<file path="config.mk">
export PLATFORM = sky130hd
export DESIGN_NAME = ref_clock_gen
export DESIGN_NICKNAME = d
export VERILOG_FILES = /design/src/rtl/ref_clock_gen.sv
export SDC_FILE = /design/constraint.sdc
export NUM_CORES = 1
export LEC_CHECK = 0
export ABC_CLOCK_PERIOD_IN_PS = 2900
export CORE_ASPECT_RATIO = 0.9
export CORE_MARGIN = 2
export CORE_UTILIZATION = 50
export DETAILED_ROUTE_END_ITERATION = 10
export PLACE_DENSITY = 0.79
export SETUP_SLACK_MARGIN = 0.4
export SYNTH_ARGS = -nofsm -noshare
export SYNTH_HDL_FRONTEND = slang
export SYNTH_SLANG_ARGS = --single-unit
</file>
<file path="constraint.sdc">
create_clock -name clk -period 2.9 [get_ports clk]
set_clock_uncertainty 0.1 [all_clocks]
set_input_delay 0.87 -clock clk [delete_from_list [all_inputs] [get_ports clk]]
set_output_delay 0.87 -clock clk [all_outputs]
set_load 0.005 [all_outputs]
</file>
<file path="src/rtl/ref_clock_gen.sv">
// Reference clock generator: produces a square-wave clkOut whose half-period is
// programmable, with one-shot phase advance/retard of a single high half and
// run/stop control. Commands go through a one-entry pending register and take
// effect at the boundary cycle (the cycle in which clkOut rises).
module ref_clock_gen #(
    parameter int WIDTH        = 16,
    parameter int DEFAULT_HALF = 8
) (
    input  logic             clk,
    input  logic             reset,
    input  logic             cmdValid,
    output logic             cmdReady,
    input  logic [1:0]       cmdType,
    input  logic [WIDTH-1:0] cmdData,
    output logic             clkOut,
    output logic             risePulse,
    output logic             running
);

    typedef enum logic {STOP = 1'b0, RUN = 1'b1} state_t;

    localparam logic [1:0] CMD_SET = 2'b00;
    localparam logic [1:0] CMD_ADV = 2'b01;
    localparam logic [1:0] CMD_RET = 2'b10;
    localparam logic [1:0] CMD_RUN = 2'b11;

    state_t             state_q, state_d;
    logic [WIDTH-1:0]   count_q, count_d;
    logic [WIDTH-1:0]   limit_q, limit_d;
    logic [WIDTH-1:0]   half_q, half_d;
    logic               clk_q, clk_d;
    logic               rise_q, rise_d;
    logic               pend_vld_q, pend_vld_d;
    logic [1:0]         pend_type_q;
    logic [WIDTH-1:0]   pend_data_q;
    logic               accept;
    logic               at_limit;

    // A half-period of zero would stall the counter, so it becomes one.
    function automatic logic [WIDTH-1:0] clamp_half(input logic [WIDTH-1:0] d);
        return (d == '0) ? WIDTH'(1) : d;
    endfunction

    // Shortened half, never below one cycle.
    function automatic logic [WIDTH-1:0] sat_sub(input logic [WIDTH-1:0] a,
                                                  input logic [WIDTH-1:0] b);
        return (b >= a) ? WIDTH'(1) : (a - b);
    endfunction

    // Lengthened half, pinned at the counter's maximum instead of wrapping.
    function automatic logic [WIDTH-1:0] sat_add(input logic [WIDTH-1:0] a,
                                                  input logic [WIDTH-1:0] b);
        logic [WIDTH:0] s;
        s = {1'b0, a} + {1'b0, b};
        return s[WIDTH] ? {WIDTH{1'b1}} : s[WIDTH-1:0];
    endfunction

    assign cmdReady  = !pend_vld_q;
    assign clkOut    = clk_q;
    assign risePulse = rise_q;
    assign running   = (state_q == RUN);
    assign accept    = cmdValid && !pend_vld_q;
    assign at_limit  = (count_q == (limit_q - WIDTH'(1)));

    // Next-state logic: counter, toggling, and command application.
    always_comb begin
        state_d    = state_q;
        count_d    = count_q;
        limit_d    = limit_q;
        half_d     = half_q;
        clk_d      = clk_q;
        rise_d     = 1'b0;
        pend_vld_d = pend_vld_q;
        if (accept) begin
            pend_vld_d = 1'b1;
        end
        case (state_q)
            STOP: begin
                count_d = '0;
                clk_d   = 1'b0;
                if (pend_vld_q) begin
                    pend_vld_d = 1'b0;
                    case (pend_type_q)
                        CMD_SET: begin
                            half_d  = clamp_half(pend_data_q);
                            limit_d = clamp_half(pend_data_q);
                        end
                        CMD_RUN: begin
                            if (pend_data_q[0]) begin
                                state_d = RUN;
                                limit_d = half_q;
                            end
                        end
                        default: ;
                    endcase
                end
            end
            RUN: begin
                if (at_limit) begin
                    count_d = '0;
                    limit_d = half_q;
                    if (clk_q) begin
                        clk_d = 1'b0;
                    end else begin
                        // Boundary cycle: clkOut rises unless a stop lands here.
                        clk_d  = 1'b1;
                        rise_d = 1'b1;
                        if (pend_vld_q) begin
                            pend_vld_d = 1'b0;
                            case (pend_type_q)
                                CMD_SET: begin
                                    half_d  = clamp_half(pend_data_q);
                                    limit_d = clamp_half(pend_data_q);
                                end
                                CMD_ADV: limit_d = sat_sub(half_q, pend_data_q);
                                CMD_RET: limit_d = sat_add(half_q, pend_data_q);
                                CMD_RUN: begin
                                    if (!pend_data_q[0]) begin
                                        state_d = STOP;
                                        clk_d   = 1'b0;
                                        rise_d  = 1'b0;
                                    end
                                end
                                default: ;
                            endcase
                        end
                    end
                end else begin
                    count_d = count_q + WIDTH'(1);
                end
            end
            default: state_d = STOP;
        endcase
    end

    // State register with synchronous reset taking priority over everything.
    always_ff @(posedge clk) begin
        if (reset) begin
            state_q    <= STOP;
            count_q    <= '0;
            limit_q    <= WIDTH'(DEFAULT_HALF);
            half_q     <= WIDTH'(DEFAULT_HALF);
            clk_q      <= 1'b0;
            rise_q     <= 1'b0;
            pend_vld_q <= 1'b0;
        end else begin
            state_q    <= state_d;
            count_q    <= count_d;
            limit_q    <= limit_d;
            half_q     <= half_d;
            clk_q      <= clk_d;
            rise_q     <= rise_d;
            pend_vld_q <= pend_vld_d;
        end
    end

    // Pending command payload; qualified by pend_vld_q so it needs no reset.
    always_ff @(posedge clk) begin
        if (accept) begin
            pend_type_q <= cmdType;
            pend_data_q <= cmdData;
        end
    end

endmodule
</file>
Yosys cells after proc, flatten, opt, wreduce, memory -nomap -nowiden
Index checks and enable logic that the tools add are counted.

Output and inout port bits: 4. Word-level logic and storage cells: 66. Flip-flop bits (word level): 70. Bits of input ports: 21.

$lt $le $gt $ge: 1. Reduce and logical (&&, ||, !) cells: 7. Multiplexer cells: 34. $add $sub $neg: 4. Eq/ne operators: 9. Bitwise operators: 2.

Operator list (count): 2-to-1 mux 16 bit (13); case mux 16 bit (2 select lines) (4); case mux 16 bit (3 select lines) (1); adder 16 x 16 -> 17 bit (1); adder 16 x 1 -> 16 bit, second input constant (1); equality test 16 bit (1); greater-or-equal comparator 16 bit (1); zero test 16 bit (1); subtractor 16 x 1 -> 16 bit, second input constant (1); subtractor 16 bit (1); 2-to-1 mux 1 bit (13); inequality test 3 bit, second input constant (2); case mux 1 bit (2 select lines) (3); equality test 2 bit, second input constant (2); inequality test 2 bit, second input constant (2); AND reduction 4 bit (1); OR reduction 3 bit (1); equality test 2 x 1 -> 1 bit, second input constant (1); zero test 2 bit (1); inequality test 2 x 1 -> 1 bit, second input constant (1); NOT 1 bit (2); AND reduction 2 bit (1); logical AND 1 bit (1); zero test 1 bit (1).

Longest topological paths before layout
Gate-level depths: netlist of run 1.

Depth in word-level cells: 7. Mapped depth: 12. Gate-level depth less buffers: 12.

Least setup slack after synthesis of run 1
OpenSTA, ideal clock, no wires.

Path type: reg-to-reg. Start: reg pend_data_q[9]. End: reg limit_q[3]. Path buffers: 1. Clock period less this slack: 2.937 ns. Cell stages (with the launch flop): 12. Slack: -0.037 ns. Setup time: 0.140 ns. Arrival time: 2.697 ns. Required time: 2.660 ns. Cell sequence: edfxtp_1 -> inv_1 -> ha_1 -> buf_2 -> a21o_1 -> a21o_1 -> a211oi_1 -> a2111oi_4 -> nor2_1 -> nor2_1 -> a2111oi_0 -> o311ai_1.

Word-level cells in the longest chain between the ends: 7. Elaborated cells between the ends (all ways): 13. Those cells by class: 1 x add/sub; 1 x order compare; 10 x mux; 1 x reduce/logical.

RTL lines: from (decl) (RTL line 35) `logic [WIDTH-1:0] pend_data_q;`; from (signal assigned) (RTL line 161) `pend_data_q <= cmdData;`; adder 16 x 16 -> 17 bit (tied with other cells) (RTL line 54) `s = {1'b0, a} + {1'b0, b};`; 2-to-1 mux 16 bit (on tied branches) (RTL line 55, 41, 47); case mux 16 bit (3 select lines) (RTL line 110) `case (pend_type_q)`; 2-to-1 mux 16 bit (RTL line 108) `if (pend_vld_q) begin`; 2-to-1 mux 16 bit (RTL line 102) `if (clk_q) begin`; 2-to-1 mux 16 bit (RTL line 99) `if (at_limit) begin`; case mux 16 bit (2 select lines) * (RTL line 77) `case (state_q)`; to (signal assigned) (RTL line 141) `limit_q <= WIDTH'(DEFAULT_HALF);`; to (signal assigned) (RTL line 149) `limit_q <= limit_d;`; to (decl) (RTL line 29) `logic [WIDTH-1:0] limit_q, limit_d;`.

Mark *: on every way between the ends. The rest lies on a longest branch, timed or not. The select of a mux whose other input is x is not followed. A chain may end at the register's enable or synchronous reset.

Worst setup path in the final report of run 1
Start: reg limit_q[6]. End: reg limit_q[10].

Word-level cells in the longest chain between the ends: 4.

RTL lines: subtractor 16 x 1 -> 16 bit (RTL line 63) `assign at_limit = (count_q == (limit_q - WIDTH'(1)));`; equality test 16 bit (RTL line 63); inequality test 2 x 1 -> 1 bit (no source line); AND reduction 4 bit (no source line).

No other way between the ends.

==> results of run 1 <==
-- metrics by stage --
stage / TNS, ns / hold slack, ns / util / instances
after floorplan: 0 / 0.336 / - / 668
after global placement: -0.214 / 0.355 / 0.606 / 883
after detailed placement: -0.584 / 0.364 / 0.606 / 883
after CTS: -0.122 / 0.378 / 0.681 / 916
after global routing: -3.31 / 0.415 / 0.723 / 930
final: -1.06 / 0.400 / 0.723 / 930
-- area by class of cell --
cell class              count  area share
inverters                  45      0.0217
repair buffers            143       0.164
multi-input cells         523       0.542
flip-flops and latches     70       0.205
clock inverters             6      0.0172
clock buffers              10      0.0294
well taps                 133      0.0214
-- tightest hold or removal path, delay by kind of cell (launching register included) --
kind	cells	cell delay [ns]
buffers and inverters	1	0.06
AOI/OAI and AO/OA	1	0.07
DFF	1	0.32
-- repair_timing --
action                                  in CTS  in global routing
endpoints found under the setup margin      53                 53
setup buffers                               15                 12
resized for setup                           72                 71
cloned                                       2                  2
pin swaps                                   39                 41
-- sequential cells by signal (all words and copies together), names as in the netlist --
| signal | count |
|---|---|
| risePulse | 1 |
| pend_data_q | 16 |
| clkOut | 1 |
| pend_vld_q | 1 |
| pend_type_q | 2 |
| limit_q | 16 |
| running | 1 |
| half_q | 16 |
| count_q | 16 |
-- cells by family (layout without fill, tap and decap cells) --
kind of cell / after synthesis / in the layout / share of synthesized area
AO/OA/AOI/OAI: 196 / 196 / 0.249
adder cells (fa/ha/maj): 36 / 36 / 0.0848
buffers and inverters: 75 / 204 / 0.0609
multiplexers: 16 / 16 / 0.0292
flip-flops: 70 / 70 / 0.288
XOR/XNOR: 50 / 50 / 0.0798
AND/OR/NAND/NOR: 225 / 225 / 0.208
-- power groups by stage --
| stage | registers [W] | logic [W] | clock network (W) |
|---|---|---|---|
| after floorplan | 0.00109 | 0.000320 | 0 |
| after global placement | 0.00109 | 0.000525 | 0 |
| after detailed placement | 0.00109 | 0.000531 | 0 |
| after CTS | 0.00107 | 0.000587 | 0.00141 |
| after global routing | 0.00108 | 0.000702 | 0.00144 |
| final | 0.00108 | 0.000669 | 0.00141 |
-- routing by layer --
metal | vias to the layer above | global-route usage | wire length [µm] | part of all wire
met4 | 0 | 0.144 | 1480 | 0.068
met5 | - | 0 | 0 | 0
li1 | 2686 | - | - | -
met3 | 164 | 0.101 | 2420 | 0.11
met1 | 2936 | 0.401 | 7970 | 0.37
met2 | 526 | 0.538 | 9680 | 0.45
-- cell usage in the layout, fill, tap and decap left out, drive strengths merged, types with 15 or more instances in the layout --
cell / n
xor2: 18
clkdlybuf4s50: 24
o21ai: 37
a21oi: 42
xnor2: 32
o211ai: 15
buf: 117
mux2i: 16
ha: 34
edfxtp: 18
nand2: 48
dfxtp: 52
nor2: 71
nor3: 21
nand3: 16
inv: 45
-- how the worst max path moves through the flow --
stage                         from          end  slack [ns]
detailed placement  pend_data_q[3]  limit_q[15]       -0.26
global placement    pend_data_q[3]  limit_q[15]       -0.19
global route            limit_q[6]  limit_q[10]       -0.26
floorplan           pend_data_q[0]  limit_q[13]        0.20
CTS                 pend_data_q[0]  limit_q[13]       -0.05
finish                  limit_q[6]  limit_q[10]       -0.18
==> results.py, run 1 <==
metrics = {
    "cells_and_area": {
        "fill_cells": 683,
        "regArea_um2": 1590,
        "area_delta_synth_final_pct": 41.8,
        "antennaDiodeCount": 0,
        "nets": 849,
        "drive_above_1_share": 0.312,
        "multi_input_area_um2": 4210,
        "postLayoutCellArea_um2": 7780,
    },
    "flow_run": {
        "drv_cap": 0,
    },
    "synthesis": {
        "synthMostInstantiatedCell": "nor2_1",
        "synth_area_leader_cell": "dfxtp_1",
        "syn_nets": 725,
        "syn-instance-count": 668,
        "synth-edff-count": 18,
        "avgSynthCellArea_um2": 8.22,
        "ys.flop_type": "dfxtp_1",
        "ys_async_sr_fraction": 0,
        "yosysUniqueCellTypes": 78,
        "synthTopCellsByCount": "71 x nor2_1, 52 x dfxtp_1, 48 x nand2_1",
        "syn_area_um2": 5490,
        "synthTopCellsByArea": "dfxtp_1 19%, edfxtp_1 9.8%, ha_1 7.8%",
        "yosysWarningCount": 0,
        "synth-seq-cells": 70,
        "yosys.area.top_type_share": 0.190,
        "seq_area_frac_synth": 0.288,
    },
    "setup_path": {
        "rr_worst_depth": 8,
        "critical-path-max-stage-delay_ns": 0.51,
        "reg2reg_to": "limit_q[10]",
        "reg2reg_slack_ns": -0.18,
        "critical-path-top-delay-family": "simple AND/OR/NAND/NOR gates",
        "end_kind": "register",
        "r2r-start": "limit_q[6]",
        "worst-setup-path-type": "register to register",
        "arrival_ns": 3.21,
        "critPathLaunchType": "register",
        "crit_chain": "nor4_4, and4_1, nand4_1, a211oi_4, a21oi_4, buf_4, a221oi_1, a211oi_1",
        "cp.required_ns": 3.03,
        "crit_path_max_fanout": 10,
        "crit_slowest_cell": "a211oi_4",
        "cp_num_buf_inv": 1,
        "cp.depth": 8,
    },
    "power_and_ir_drop": {
        "vdd_ir_drop_max_uv": 419,
        "p_leak_nw": 3.14,
        "power_w": 0.00315,
        "cellPowerDensity_nw_per_um2": 405,
        "switchingPower_w": 0.000903,
        "p_int_w": 0.00225,
        "p_clk_frac": 0.447,
        "power_frac_comb": 0.212,
        "seq_power_share": 0.341,
        "swShare": 0.286,
    },
    "sta": {
        "tightestPinTransition_ns": 0.750,
        "finalHoldViolCount": 0,
        "fin_crit_ns": 3.08,
        "timing.fmax_mhz": 325,
        "setup_viol": 11,
        "fin_crit_sh": 1.06,
        "rsz0062_at_grt": "true",
        "setup_ws_ns": -0.177,
        "slew_headroom": 0.496,
        "drv_slew": 0,
    },
    "grt": {
        "grt_pass1_vias": 5733,
        "grt_max_degree": 25,
        "antenna_found_initial": 0,
        "grt_pass1_wl_um": 29600,
        "grt_use_total": 0.328,
        "grt-ovfl-total": 0,
    },
    "clocking": {
        "cts_buffer_depth": 2,
        "htreeDepth": 3,
        "clock_latency_ns": 0.36,
        "clockRootBuffer": "clkbuf_16",
        "path_clk_slew_ns": 0.07,
        "postCtsHoldBufs": 0,
        "cts_tree": "done",
        "cts_buffers": 9,
        "cts.sinks": 70,
    },
    "min_path": {
        "hp-class": "register to register",
        "min_to": "limit_q[0]",
        "hold_start": "limit_q[0]",
        "min_path_cells": 2,
    },
    "placed_design": {
        "dp_hpwl_um": 13500,
        "place_worst_setup_slack_ns": -0.258,
        "port_buffers": 24,
        "gp_congestion": 1.01,
        "placed_cell_area_um2": 6520,
    },
    "floorplan": {
        "die_w_um": 114,
        "rows": 36,
        "pin_count": 25,
        "coreArea_um2": 10800,
        "die-height_um": 103,
        "dieArea_um2": 11800,
        "start_util": 0.510,
    },
    "outcome": {
        "outcome": "complete, but fails checks",
        "violations": "setup timing",
    },
    "drt": {
        "routedWlPerCell_um": 23.2,
        "wirelength_um": 21500,
        "drc": 0,
        "firstDrtPassIters": 9,
        "ant_nets": 0,
        "dr.first_iter.drc_count": 961,
        "vias": 6312,
        "vias_per_cell": 6.79,
    },
}
No activity file was read; power rests on OpenSTA's default activity.
==> run 2: changes to the inputs <==
CAP_MARGIN = 30   (was default)
==> results of run 2 <==
The final DEF is identical to that of run 1; final timing and power are the same.
==> run 3: changes to the inputs <==
CTS_CLUSTER_DIAMETER = 120   (was default)
PLACE_DENSITY = 0.75   (was 0.79)
==> run 3 against run 2 <==
Compared with the run above:
- die area is the same
- sequential share of layout area grew 0.22 points
- the run still ends with setup timing left
- maximum frequency is 3.5% higher
- largest power group unchanged
- via count decreased by 4.7%
==> results.py, run 3 (synthesized netlist as in run 1, its figures left out) <==
metrics = {
    "outcome": {
        "outcome": "complete, but fails checks",
        "violations": "setup timing",
    },
    "drt": {
        "ant_nets": 0,
        "wirelength_um": 19900,
        "firstDrtPassIters": 8,
        "routedWlPerCell_um": 21.7,
        "drc": 0,
        "vias": 6016,
        "vias_per_cell": 6.55,
        "dr.first_iter.drc_count": 768,
    },
    "cells_and_area": {
        "antennaDiodeCount": 0,
        "area_delta_synth_final_pct": 40.3,
        "postLayoutCoreUtil": 0.715,
        "stdcell_count": 919,
        "final_cell_mix": "86 x buf_4, 51 x nor2_1, 46 x dfxtp_1, 44 x nand2_1, 41 x inv_1",
        "drive_above_1_share": 0.299,
        "layout_commonest_cell": "buf_4",
        "nets": 838,
    },
    "setup_path": {
        "reg2reg_to": "limit_q[1]",
        "reg2reg_slack_ns": -0.07,
        "r2r-start": "limit_q[1]",
        "worst-setup-path-type": "register to register",
        "critPathLaunchType": "register",
        "rr_worst_depth": 12,
        "end_kind": "register",
        "crit_path_max_fanout": 8,
        "cp.required_ns": 3.08,
        "arrival_ns": 3.15,
    },
    "power_and_ir_drop": {
        "vdd_ir_drop_max_uv": 452,
        "p_int_w": 0.00191,
        "cellPowerDensity_nw_per_um2": 366,
        "power_w": 0.00282,
        "swShare": 0.324,
        "p_clk_frac": 0.390,
        "seq_power_share": 0.381,
        "power_frac_comb": 0.229,
        "p_leak_nw": 3.05,
        "switchingPower_w": 0.000912,
    },
    "floorplan": {
        "coreArea_um2": 10800,
        "pin_count": 25,
        "die-height_um": 103,
        "rows": 36,
        "die_w_um": 114,
        "dieArea_um2": 11800,
        "start_util": 0.510,
    },
    "sta": {
        "timing.fmax_mhz": 336,
        "whs_ns": 0.384,
        "fin_crit_ns": 2.97,
        "fin_crit_sh": 1.02,
        "drv_slew": 0,
        "finalHoldViolCount": 0,
        "setup_ws_ns": -0.0718,
        "tightestPinTransition_ns": 0.707,
        "setup_viol": 18,
        "slew_headroom": 0.524,
        "rsz0062_at_grt": "true",
    },
    "placed_design": {
        "gp_congestion": 1.01,
        "dp_hpwl_um": 13200,
        "port_buffers": 24,
        "dpl.cell_count": 871,
    },
    "clocking": {
        "postCtsHoldBufs": 0,
        "clockRootBuffer": "clkbuf_16",
        "htreeDepth": 3,
        "cts_buffer_depth": 2,
        "cts_buffers": 9,
        "cts_tree": "done",
        "path_clk_slew_ns": 0.07,
        "cts.sinks": 70,
        "clock_latency_ns": 0.36,
    },
    "min_path": {
        "hp-class": "register to register",
        "hold_start": "half_q[0]",
        "min_path_cells": 2,
        "min_to": "half_q[0]",
    },
    "grt": {
        "grt_pass1_wl_um": 29200,
        "grt_pass1_vias": 5512,
        "grt_max_degree": 25,
        "grt-ovfl-total": 0,
        "antenna_found_initial": 0,
        "grt_use_total": 0.319,
    },
    "flow_run": {
        "drv_cap": 0,
    },
}
run 3: changes by cell type in the layout (fill, tap and decap cells not counted), sizes merged:
cell and delta:
buf -10, bufinv -4, clkbuf -2, clkinvlp +1, inv +4
run 3: critical path, cell delays in order (launching register included):
cell	delay, ns
dfxtp_4	0.38
inv_4	0.06
ha_4	0.13
nor4b_4	0.28
buf_6	0.16
nand3b_1	0.12
xnor2_2	0.22
or2b_1	0.29
nor4_4	0.29
buf_6	0.17
a21oi_4	0.12
or3_1	0.42
a21oi_1	0.17
run 3: worst max-delay path by stage:
stage                       end  cells past startpoint      startpoint  slack [ns]
CTS                 limit_q[13]                     12  pend_data_q[0]       -0.07
global route         limit_q[1]                     12      limit_q[1]       -0.18
finish               limit_q[1]                     12      limit_q[1]       -0.07
floorplan           limit_q[13]                     11  pend_data_q[0]        0.20
detailed placement  limit_q[15]                     11  pend_data_q[4]       -0.27
global placement    limit_q[15]                     11  pend_data_q[4]       -0.26
run 3: final cells by class:
class	instances	area [µm²]
flip-flops and latches	70	1590
repair buffers	132	1210
multi-input cells	523	4270
clock inverters	7	56.3
clock buffers	9	225
fillers	726	3070
well taps	133	166
inverters	45	174
run 3: through the flow:
| stage | cell area [µm²] | setup TNS (ns) | worst slack [ns] |
|---|---|---|---|
| 6_report | 7700 | -0.350 | -0.0718 |
| 5_1_grt | 7700 | -4.14 | -0.178 |
| 4_1_cts | 7250 | -0.167 | -0.0672 |
| 3_5_place_dp | 6430 | -0.497 | -0.272 |
| 3_3_place_gp | 6430 | -0.322 | -0.255 |
| 2_1_floorplan | 5600 | 0 | 0.196 |
run 3: timing repair:
item / 4_1_cts / 5_1_grt
setup buffers: 18 / 10
gates cloned: 3 / 1
resized for setup: 72 / 81
pin swaps: 38 / 53
setup endpoints to repair: 53 / 53
run 3: per-layer routing:
layer / global-route usage / up-vias / part of all wire
met5: 0 / - / 0
met2: 0.492 / 382 / 0.45
met1: 0.421 / 2836 / 0.40
met3: 0.0740 / 115 / 0.10
met4: 0.162 / 0 / 0.051
li1: - / 2683 / -
run 3: power groups by stage:
stage | clock network [W] | logic, W | registers (W)
floorplan | 0 | 0.000320 | 0.00109
global placement | 0 | 0.000513 | 0.00109
detailed placement | 0 | 0.000519 | 0.00109
CTS | 0.00109 | 0.000581 | 0.00107
global route | 0.00113 | 0.000676 | 0.00108
finish | 0.00110 | 0.000645 | 0.00107
